==> src/rtl/mem_check_scanner.sv <==
// Memory self-check scanner: after halt, reads a table of (addr, exp, mask) entries and reports results.
// Optional halt-wait timeout is compiled in with `define MEM_CHECK_TIMEOUT_EN.
module mem_check_scanner #(
  parameter int unsigned DATA_W      = 32,
  parameter int unsigned ADDR_W      = 14,
  parameter int unsigned NUM_CHECKS  = 8,
  parameter int unsigned IDX_W       = 3,
  parameter int unsigned MEM_LATENCY = 1,
  parameter int unsigned SETTLE_CYC  = 2,
  parameter int unsigned TIMEOUT_CYC = 100000
) (
  input  logic              clk,
  input  logic              rst_n,
  input  logic              clk_en,
  input  logic              start,
  input  logic              halt_f,
  input  logic              cfg_we,
  input  logic [IDX_W-1:0]  cfg_idx,
  input  logic [ADDR_W-1:0] cfg_addr,
  input  logic [DATA_W-1:0] cfg_exp,
  input  logic [DATA_W-1:0] cfg_mask,
  output logic              mem_rd_en,
  output logic [ADDR_W-1:0] mem_rd_addr,
  input  logic [DATA_W-1:0] mem_rd_data,
  output logic              busy,
  output logic              done,
  output logic              pass,
  output logic              fail,
  output logic [IDX_W:0]    mismatch_cnt,
  output logic [IDX_W-1:0]  first_fail_idx,
  output logic [DATA_W-1:0] first_fail_data,
  output logic              timeout
);

  localparam int unsigned MC_W        = IDX_W + 1;
  localparam int unsigned CNT_MAX     = (SETTLE_CYC > MEM_LATENCY) ? SETTLE_CYC : MEM_LATENCY;
  localparam int unsigned CNT_W       = $clog2(CNT_MAX + 1);
  localparam int unsigned SETTLE_LAST = (SETTLE_CYC == 0) ? 0 : SETTLE_CYC - 1;
  localparam int unsigned LAT_LAST    = MEM_LATENCY - 1;

  if (IDX_W != $clog2(NUM_CHECKS) || MEM_LATENCY < 1 || MEM_LATENCY > 4 || TIMEOUT_CYC == 0) begin : g_bad_cfg
    $error("mem_check_scanner: illegal parameter set");
  end

  typedef enum logic [2:0] {
    IDLE   = 3'd0,
    ARMED  = 3'd1,
    SETTLE = 3'd2,
    READ   = 3'd3,
    WAIT   = 3'd4,
    DONE   = 3'd5
  } state_t;

  typedef struct packed {
    logic [ADDR_W-1:0] addr;
    logic [DATA_W-1:0] exp;
    logic [DATA_W-1:0] mask;
  } entry_t;

  entry_t            tbl [NUM_CHECKS];
  state_t            state, state_n;
  logic [CNT_W-1:0]  cnt, cnt_n;
  logic [IDX_W-1:0]  idx, idx_n;
  logic [MC_W-1:0]   mcnt_n;
  logic [IDX_W-1:0]  ffi_n;
  logic [DATA_W-1:0] ffd_n;
  logic              to_n;
  logic              rd_en_n, busy_n, done_n, pass_n, fail_n;
  logic [ADDR_W-1:0] rd_addr_n;
  logic              tbl_we_c;

`ifdef MEM_CHECK_TIMEOUT_EN
  localparam int unsigned TO_W = $clog2(TIMEOUT_CYC + 1);
  logic [TO_W-1:0] tcnt, tcnt_n;
`endif

  // Table writes only land while the scanner is not busy.
  assign tbl_we_c = clk_en && cfg_we && (state == IDLE || state == DONE);

  always_ff @(posedge clk or negedge rst_n) begin
    if (!rst_n) begin
      for (int i = 0; i < NUM_CHECKS; i++) tbl[i] <= '0;
    end else if (tbl_we_c) begin
      tbl[cfg_idx].addr <= cfg_addr;
      tbl[cfg_idx].exp  <= cfg_exp;
      tbl[cfg_idx].mask <= cfg_mask;
    end
  end

  // Next-state, scan datapath and registered-output next values.
  always_comb begin
    state_n = state;
    cnt_n   = cnt;
    idx_n   = idx;
    mcnt_n  = mismatch_cnt;
    ffi_n   = first_fail_idx;
    ffd_n   = first_fail_data;
`ifdef MEM_CHECK_TIMEOUT_EN
    to_n    = timeout;
    tcnt_n  = tcnt;
`else
    to_n    = 1'b0;
`endif

    case (state)
      IDLE, DONE: begin
        if (start) begin
          mcnt_n  = '0;
          ffi_n   = '0;
          ffd_n   = '0;
          to_n    = 1'b0;
          cnt_n   = '0;
          idx_n   = '0;
`ifdef MEM_CHECK_TIMEOUT_EN
          tcnt_n  = '0;
`endif
          state_n = ARMED;
        end
      end
      ARMED: begin
        if (halt_f) begin
          cnt_n   = '0;
          idx_n   = '0;
          state_n = (SETTLE_CYC == 0) ? READ : SETTLE;
        end
`ifdef MEM_CHECK_TIMEOUT_EN
        else if (tcnt == TO_W'(TIMEOUT_CYC - 1)) begin
          to_n    = 1'b1;
          state_n = DONE;
        end else begin
          tcnt_n = tcnt + TO_W'(1);
        end
`endif
      end
      SETTLE: begin
        if (cnt == CNT_W'(SETTLE_LAST)) begin
          cnt_n   = '0;
          idx_n   = '0;
          state_n = READ;
        end else begin
          cnt_n = cnt + CNT_W'(1);
        end
      end
      READ: begin
        cnt_n   = '0;
        state_n = WAIT;
      end
      WAIT: begin
        if (cnt == CNT_W'(LAT_LAST)) begin
          cnt_n = '0;
          if (((mem_rd_data ^ tbl[idx].exp) & tbl[idx].mask) != '0) begin
            mcnt_n = mismatch_cnt + MC_W'(1);
            if (mismatch_cnt == '0) begin
              ffi_n = idx;
              ffd_n = mem_rd_data;
            end
          end
          if (idx == IDX_W'(NUM_CHECKS - 1)) begin
            state_n = DONE;
          end else begin
            idx_n   = idx + IDX_W'(1);
            state_n = READ;
          end
        end else begin
          cnt_n = cnt + CNT_W'(1);
        end
      end
      default: state_n = IDLE;
    endcase

    rd_en_n   = (state_n == READ);
    rd_addr_n = (state_n == READ) ? tbl[idx_n].addr : mem_rd_addr;
    busy_n    = (state_n inside {ARMED, SETTLE, READ, WAIT});
    done_n    = (state_n == DONE);
    pass_n    = done_n && (mcnt_n == '0) && !to_n;
    fail_n    = done_n && !pass_n;
  end

  always_ff @(posedge clk or negedge rst_n) begin
    if (!rst_n) begin
      state           <= IDLE;
      cnt             <= '0;
      idx             <= '0;
      mem_rd_en       <= 1'b0;
      mem_rd_addr     <= '0;
      busy            <= 1'b0;
      done            <= 1'b0;
      pass            <= 1'b0;
      fail            <= 1'b0;
      mismatch_cnt    <= '0;
      first_fail_idx  <= '0;
      first_fail_data <= '0;
    end else if (clk_en) begin
      state           <= state_n;
      cnt             <= cnt_n;
      idx             <= idx_n;
      mem_rd_en       <= rd_en_n;
      mem_rd_addr     <= rd_addr_n;
      busy            <= busy_n;
      done            <= done_n;
      pass            <= pass_n;
      fail            <= fail_n;
      mismatch_cnt    <= mcnt_n;
      first_fail_idx  <= ffi_n;
      first_fail_data <= ffd_n;
    end
  end

`ifdef MEM_CHECK_TIMEOUT_EN
  always_ff @(posedge clk or negedge rst_n) begin
    if (!rst_n) begin
      tcnt    <= '0;
      timeout <= 1'b0;
    end else if (clk_en) begin
      tcnt    <= tcnt_n;
      timeout <= to_n;
    end
  end
`else
  assign timeout = 1'b0;
`endif

endmodule

==> config.mk <==
export PLATFORM = sky130hd
export DESIGN_NAME = mem_check_scanner
export DESIGN_NICKNAME = d
export VERILOG_FILES = /design/src/rtl/mem_check_scanner.sv
export SDC_FILE = /design/constraint.sdc
export NUM_CORES = 1
export LEC_CHECK = 0
export CAP_MARGIN = 20
export CORE_ASPECT_RATIO = 0.6
export CORE_MARGIN = 1.5
export CORE_UTILIZATION = 45
export DETAILED_ROUTE_END_ITERATION = 7
export GPL_ROUTABILITY_DRIVEN = 0
export GPL_TIMING_DRIVEN = 0
export SLEW_MARGIN = 20
export SYNTH_ARGS = -nofsm -noshare
export SYNTH_HDL_FRONTEND = slang
export SYNTH_SLANG_ARGS = --single-unit
==> constraint.sdc <==
create_clock -name clk -period 5.95 [get_ports clk]
set_input_delay 0.8925 -clock clk [delete_from_list [all_inputs] [get_ports clk]]
set_output_delay 0.8925 -clock clk [all_outputs]
set_load 0.02 [all_outputs]
* Yosys cells after proc, flatten, opt, wreduce, memory -nomap -nowiden
Cells that the tools add are included.
** Operators by class
- Equal/unequal tests :: 17
- Divide/modulo/power cells :: 0
- $lt $le $gt $ge :: 4
- Multiplexer cells :: 46
- Shift-type cells :: 0
- Add/sub/neg operators :: 3
- Reductions and logical operators :: 19
- Multiply operators :: 0
- Bitwise logic cells :: 5
** Operators with widths (count)
- bitwise mux 624 bit :: 3
- demux 78 bit (select 3 bit) :: 3
- binary-select mux 78 bit (select 3 bit) :: 2
- two-way mux 78 bit :: 3
- two-way mux 64 bit :: 3
- two-way mux 32 bit :: 5
- one-hot mux 32 bit (2 select lines) :: 1
- two-way mux 3 bit :: 14
- bitwise AND 32 bit :: 1
- nonzero test 32 bit :: 1
- bitwise XOR 32 bit :: 1
- equality test 3 bit (second input constant) :: 5
- one-hot mux 3 bit (5 select lines) :: 1
- equality test 3 x 2 -> 1 bit (second input constant) :: 4
- greater-or-equal comparator 4 bit (second input constant) :: 3
- two-way mux 4 bit :: 3
- inverter 3 -> 4 bit :: 3
- one-hot mux 3 bit (4 select lines) :: 1
- != test 2 bit (second input constant) :: 5
- one-hot mux 2 bit (5 select lines) :: 1
- zero test 4 bit :: 2
- two-way mux 2 bit :: 4
- one-hot mux 4 bit (2 select lines) :: 1
- equality test 3 x 1 -> 1 bit (second input constant) :: 2
- other kinds (18) :: 22
** Word-level totals
- Latch bits :: 0
- RAM bits :: 0
- ROM bits :: 0
- Memories :: 0
- Word-level logic and storage cells :: 130
- Flip-flop bits (word level) :: 690

* Longest topological paths before layout
- Depth after elaboration :: 14
- Gate-level depth with buffers :: 15
- Mapped depth without buffers :: 11

* Worst setup path before layout
OpenSTA, ideal clock, no wires.
- Path type :: input-to-reg
- From :: in mem_rd_data[27]
- To :: reg pass
- Setup slack :: 2677 ps
- Path buffers :: 1
- Data required time :: 5829 ps
- Stages :: 11
- Data arrival time :: 3152 ps
- Path through :: buf_2 > xor2_1 > a22o_1 > a221oi_1 > mux4_2 > nor4b_1 > a31oi_2 > nand2_1 > o41a_1 > and3_1 > a22o_1
** On the way
- Cells in the longest elaborated chain, start to end :: 8
** Ends and longest elaborated chain
- start: declaration :: line 24 : input logic [DATA_W-1:0] mem_rd_data,
- bitwise XOR 32 bit :: line 151 : if (((mem_rd_data ^ tbl[idx].exp) & tbl[idx].mask) != '0) begin
- bitwise AND 32 bit :: line 151
- nonzero test 32 bit :: line 151
- two-way mux 4 bit :: line 151
- two-way mux 4 bit :: line 149 : if (cnt == CNT_W'(LAT_LAST)) begin
- one-hot mux 4 bit (2 select lines) :: line 105 : case (state)
- zero test 4 bit :: line 175 : pass_n = done_n && (mcnt_n == '0) && !to_n;
- logical AND 1 bit :: line 175
- end signal: assignment :: line 201 : pass <= pass_n;
- end: declaration :: line 27 : output logic pass,
No other way between the ends.
A chain may end at the register's enable or synchronous reset.

* Final worst setup path
- From :: reg idx[1]
- To :: reg first_fail_data[31]
** On the way
- Cells in the longest elaborated chain, start to end :: 9
** Ends and longest elaborated chain
- start: declaration :: line 63 : logic [IDX_W-1:0] idx, idx_n;
- start signal: assignment :: line 196 : idx <= idx_n;
- inverter 3 -> 4 bit (not written as such) * :: line 151
- binary-select mux 78 bit (select 3 bit) * :: line 151
- two-way mux 64 bit (not written as such) * (2 in a row) :: line 151
- bitwise XOR 32 bit :: line 151
- bitwise AND 32 bit * :: line 151
- nonzero test 32 bit * :: line 151
- != test 2 bit (no line) *
- AND reduction 6 bit (no line) *
- end signal: assignment :: line 205 : first_fail_data <= ffd_n;
- end: declaration :: line 31 : output logic [DATA_W-1:0] first_fail_data,
Every way passes the cells marked *; elsewhere a longest branch is shown, timed or not. The select of a mux whose other input is x is not followed.

==> key figures <==
Status
  • Outcome: finished clean

Synthesis
  • Distinct cells, synth: 71
  • Post-synthesis register bit count: 690
  • Register area share after synthesis: between 50% and 60%
  • Post-Synthesis Cells: 2275
  • Synth Area per Inst: 13.77 um^2
  • Synth top area share: 55.11%
  • Post-synth EDFFs: 0
  • Simple-gate area share of the yosys netlist: 4.101%
  • Post-synthesis mux area share: 28.03%
  • Compound-Gate Fraction of Synth Area: 5.719%
  • Largest family of logic cells by synthesized area: multiplexers
  • Largest area contributor in the netlist: dfrtp_1
  • Asr flop ratio synth: 100.0%
  • Synth top area cells: dfrtp_1 55%, mux2_2 23%, mux4_2 4.4%
  • Synth Warn #: 0
  • Adder-cell share of the synthesized area: 0.2795%
  • Post-synth net total: between 2000 and 2500
  • Post-synth top flop: dfrtp_1
  • Mapped Area: 0.03133 mm^2
  • Synth Area in XOR/XNOR: roughly 3.8%

Clock tree
  • Clock sink total: 690
  • Clock Tree Root: clkbuf_16
  • Clock transition at the registers of the reported paths: 0.06 ns
  • CTS Buf Count: 68
  • CTS tree: built
  • CTS Buffer Depth: 3
  • Post-CTS Repair Setup Buffers: 0
  • Hold Buf Count CTS: 0
  • H-Tree Depth: 3
  • # resized after CTS: 0
  • Skew-Pair Late Insertion Delay: 0.65 ns

Setup path
  • CP startpoint kind: flip-flop
  • Reg-to-Reg End: first_fail_data[31]$_DFFE_PN0P_
  • Worst Path Max Fanout: 10
  • Buf/Inv on CP: 5
  • CP arrival: between 6 and 7 ns
  • CP max stage delay: about 0.60 ns
  • Crit path cell chain: buf_2, buf_2, buf_2, buf_2, o221ai_1, a22oi_1, nand4_1, nor4_1, o2111ai_1, nand4_1, a21oi_2, clkbuf_1, nand3_1, o21ai_0
  • Worst flop-to-flop path startpoint: idx[1]$_DFFE_PN0P_
  • Reg2reg path depth: 14
  • Setup crit end kind: flip-flop
  • Worst path slowest cell: buf_2
  • R2R setup slack: about 0.2 ns
  • Crit-path leading delay family: buffers and inverters
  • Most frequent CP cell: buf_2
  • Setup CP Type: reg -> reg
  • Worst Path Required: 6.43 ns

Timing
  • Finish-stage setup viols: 0
  • Period minus WS final: 5.753 ns
  • Final Max Tran Viols: 0
  • RSZ-0062 raised after global routing: no
  • Setup_tns: 0 ns
  • Fmax: about 170 MHz
  • Setup ws final: just under 0.2 ns
  • Final hold viol count: 0
  • Skew final: 0.03042 ns
  • Max-Slew Margin vs Limit: 16.57%
  • Tcrit/Tclk final: 96.69%
  • Slew of the pin with the lowest slew margin: 1.251 ns

Final layout
  • Final Net Count: 2632
  • Layout area overhead: 16.34%
  • Share of cells above drive strength 1: about 34%

Pwr
  • Worst VDD drop: 219.2 uV
  • P per Cell Area: 553.6 mW/mm^2
  • Pleak: 16.63 nW
  • Design Power: 0.02018 W

Global routing
  • GRT Overall Usage: 28.94%
  • Grt ovf: 0
  • Number of global-route vias before repair: around 21000
  • Largest net degree at the start of global routing: 104
  • Initial antenna violation count: 3
  • Global-route wire length before repair: 148300 um

Floorplan
  • Die X: approximately 340 um
  • Starting Density: between 40% and 50%
  • Die area: 0.07127 mm^2
  • Vert. Die Dim: about 210 um
  • Row cnt: 74
  • Top Ports: 178
  • Core ar.: 0.06842 mm^2

Place
  • Place WS: 0.3968 ns
  • I/O Buffers: 152
  • Final HPWL DP: ~74000 um

Drt
  • DRC viols: 0
  • First DRT Iteration DRCs: 2194
  • Vias per cell: 6.054
  • Routed WL: between 100000 and 150000 um
  • Drt wl/cell: 29.61 um
  • DRT Pass-1 Iters: 5
  • Antenna violation net count after detailed routing: 0
  • Via total after detailed routing: 20990

Flow run
  • Max-cap viol count: 0

Worst hold path
  • Worst Hold Class: in -> async
-- sequential cells by signal, summed over array words and instances (netlist names), 2 cells and up --
register         flops
cnt                  2
mem_rd_addr         14
mismatch_cnt         4
tbl                624
idx                  3
first_fail_data     32
first_fail_idx       3
state                3
-- synth_stat cells, drive strengths merged (6+ instances only) --
cell and count:
a211oi 30, a21oi 41, a221oi 19, a22o 8, a22oi 26, a311oi 16, a31oi 21, and2 29
buf 66, clkbuf 90, dfrtp 690, ha 7, inv 53, mux2 630, mux2i 21, mux4 65
nand2 103, nand3 47, nand3b 10, nor2 24, nor4 6, nor4b 7, o21ai 58, xnor2 9
xor2 126
-- power breakdown --
part | switching, W | internal [W] | total (W)
Clock | 0.00191 | 0.00250 | 0.00441
Sequential | 0.00123 | 0.00690 | 0.00813
Combinational | 0.00407 | 0.00356 | 0.00764
Total | 0.00721 | 0.0130 | 0.0202
-- per-stage QoR --
stage	util, %	instance area (um^2)	hold WS [ns]	instances
after global placement	49.68	33990	0.4721	3339
after CTS	53.24	36430	0.1757	3465
after floorplan	-	31330	0.4704	2275
after detailed placement	50.00	34210	0.4771	3347
after global routing	53.27	36450	0.1969	3467
final	53.27	36450	0.1794	3468
-- cells by family (layout without fill, tap and decap cells) --
group | Yosys count | after routing
flip-flops | 690 | 690
adder cells (fa/ha/maj) | 7 | 7
AND/OR/NAND/NOR | 258 | 258
XOR/XNOR | 135 | 135
buffers and inverters | 209 | 488
AO/OA/AOI/OAI | 259 | 259
multiplexers | 716 | 716
other | 1 | 3
-- how the worst max path moves through the flow --
| stage | to | start | slack [ns] | depth (start not counted) |
|---|---|---|---|---|
| floorplan | pass$_DFFE_PN0P_ | mem_rd_data[27] | 2.68 | 11 |
| finish | first_fail_data[31]$_DFFE_PN0P_ | idx[1]$_DFFE_PN0P_ | 0.20 | 14 |
| detailed placement | first_fail_data[31]$_DFFE_PN0P_ | idx[1]$_DFFE_PN0P_ | 0.40 | 14 |
| CTS | first_fail_data[31]$_DFFE_PN0P_ | idx[1]$_DFFE_PN0P_ | 0.38 | 14 |
| global route | first_fail_data[1]$_DFFE_PN0P_ | idx[1]$_DFFE_PN0P_ | 0.19 | 13 |
| global placement | tbl[137]$_DFFE_PN0P_ | rst_n | -26.11 | 1 |
-- layout by cell type, fill, tap and decap left out, types with 8 or more instances in the layout --
cell type,count
a31oi_1,20
mux2i_1,21
buf_1,25
and2_1,28
o21ai_0,54
nand2_1,103
a22o_1,8
clkbuf_8,17
a22oi_1,25
nor2_1,24
mux2_2,630
mux4_2,61
inv_1,53
a221oi_1,19
clkbuf_1,98
buf_2,27
dfrtp_1,690
a311oi_1,16
nand3_1,47
a21oi_1,40
xnor2_1,9
nand3b_1,10
clkinv_2,9
clkdlybuf4s50_1,151
a211oi_1,30
xor2_1,126
clkbuf_16,68
-- cell type report --
cell class | count | area (um^2)
clock inverters | 20 | 232.7
multi-input cells | 1376 | 13140
well taps | 912 | 1141
diodes | 2 | 5.005
repair buffers | 161 | 1739
plain buffers | 156 | 742.0
inverters | 53 | 198.9
flip-flops and latches | 690 | 17270
clock buffers | 98 | 1984
fillers | 5662 | 31970
-- worst register-to-register path, stage by stage (launching register included) --
cell and delay, ns:
dfrtp_1 0.35, buf_2 0.34, buf_2 0.60, buf_2 0.60, buf_2 0.52, o221ai_1 0.36
a22oi_1 0.35, nand4_1 0.16, nor4_1 0.28, o2111ai_1 0.50, nand4_1 0.33, a21oi_2 0.22
clkbuf_1 0.57, nand3_1 0.31, o21ai_0 0.11
-- per-layer routing --
metal | up-vias | GRT usage [%] | routed length [um]
met2 | 910 | 39.38 | 42270
met5 | - | 0 | 13
li1 | 8728 | - | -
met1 | 11200 | 45.69 | 48700
met4 | 2 | 5.894 | 2085
met3 | 155 | 7.793 | 9635
Note: power is estimated with default switching activity, not from simulation.
==> RTL change, RTL diff (config.mk and constraints unchanged) <==
Set the parameter `SETTLE_CYC` to 4 (it was 2).
--- a/src/rtl/mem_check_scanner.sv
+++ b/src/rtl/mem_check_scanner.sv
@@ -6,7 +6,7 @@
   parameter int unsigned NUM_CHECKS  = 8,
   parameter int unsigned IDX_W       = 3,
   parameter int unsigned MEM_LATENCY = 1,
-  parameter int unsigned SETTLE_CYC  = 2,
+  parameter int unsigned SETTLE_CYC  = 4,
   parameter int unsigned TIMEOUT_CYC = 100000
 ) (
   input  logic              clk,
Check against the original RTL: not settled (the Yosys comparison gave no result); the edit may change what the design does.
==> RTL change against the unedited design <==
Clock power up 2%. Worst setup slack better by 0.52 ns. Design area up 1.9%. Non-clock buffer count up 4. Sequential cell count up 1. Critical path depth unchanged. Total power down 1.7%. Area after synthesis up 1.9%. Routed wire length up 2.0%. Highest routed layer unchanged.
==> RTL change: results (changes against the unedited design) <==
metric,value,unit,change
grt_pass1_wl,153100,microns,+3.3%
first_pass_iters,6,,+1
cts_buffers,69,,+1.5%
outcome,completed,,
final_area,0.03713,sq mm,+1.9%
wl_met2,42800,microns,+1.2%
gr-usage-met2,0.3992,,+0.005361
met1_length,49740,microns,+2.1%
non_clock_inverter_count,52,,-1.9%
synth_seq_cells,691,,+0.14%
clk_share,0.06112,,+0.0002983
rr_endpoint,first_fail_data[4]$_DFFE_PN0P_,,
muxShareOfSynthArea,0.2795,,-0.0008057
portBuffers,150,,-1.3%
vias,21560,,+2.7%
ys_types,78,,+9.9%
antenna_found_initial,6,,+3
avgRoutedWirePerCell,29.23,microns,-1.3%
first_global_vias,21770,,+3.6%
met3_usage,0.07595,,-0.001975
num-fill-cells,5855,,+3.4%
multi_input_gates,1476,,+7.3%
post-place-cells,3463,,+3.5%
p_leak,17.18,nW,+3.3%
layout-drive-gt1-share,0.3207,,-0.01605
nNetsFinal,2737,,+4.0%
use_met1,0.4516,,-0.005337
multi_input_area_share,0.3646,,+0.004128
postPlaceCellArea,0.03484,sq mm,+1.9%
-- RTL change: worst max-delay path by stage --
stage / to / cells after the start / startpoint / slack (ns)
floorplan: first_fail_idx[0]$_DFFE_PN0P_ / 12 / mem_rd_data[8] / 2.64
global placement: first_fail_data[8]$_DFFE_PN0P_ / 1 / rst_n / -26.30
detailed placement: tbl[464]$_DFFE_PN0P_ / 8 / cfg_we / 0.79
CTS: first_fail_data[4]$_DFFE_PN0P_ / 13 / idx[1]$_DFFE_PN0P_ / 0.91
global route: first_fail_data[23]$_DFFE_PN0P_ / 13 / idx[1]$_DFFE_PN0P_ / 0.75
finish: first_fail_data[4]$_DFFE_PN0P_ / 14 / idx[1]$_DFFE_PN0P_ / 0.72
-- RTL change: metrics by stage --
step                setup slack (ns)  power [W]
CTS                           0.9119    0.01975
detailed placement            0.7914    0.01523
finish                        0.7154    0.01984
global placement              -26.30    0.01499
global route                  0.7511    0.02076
floorplan                      2.636    0.01238
-- RTL change: power by group --
group,internal [W],total (W),leakage (nW),switching [W]
clock network,0.00258,0.00451,1.11,0.00193
logic,0.00341,0.00742,6.95,0.00401
registers,0.00674,0.00791,9.11,0.00117
-- RTL change: worst max-delay path: stages (launching register included) --
cell       delay (ns)
dfrtp_1          0.46
buf_2            0.58
buf_2            0.61
buf_2            0.61
mux4_1           0.40
a22oi_1          0.57
nand4_1          0.19
nor2_1           0.35
o2111ai_4        0.31
nand3_4          0.24
or4b_4           0.16
a21oi_2          0.05
buf_6            0.20
buf_12           0.17
mux2i_1          0.17
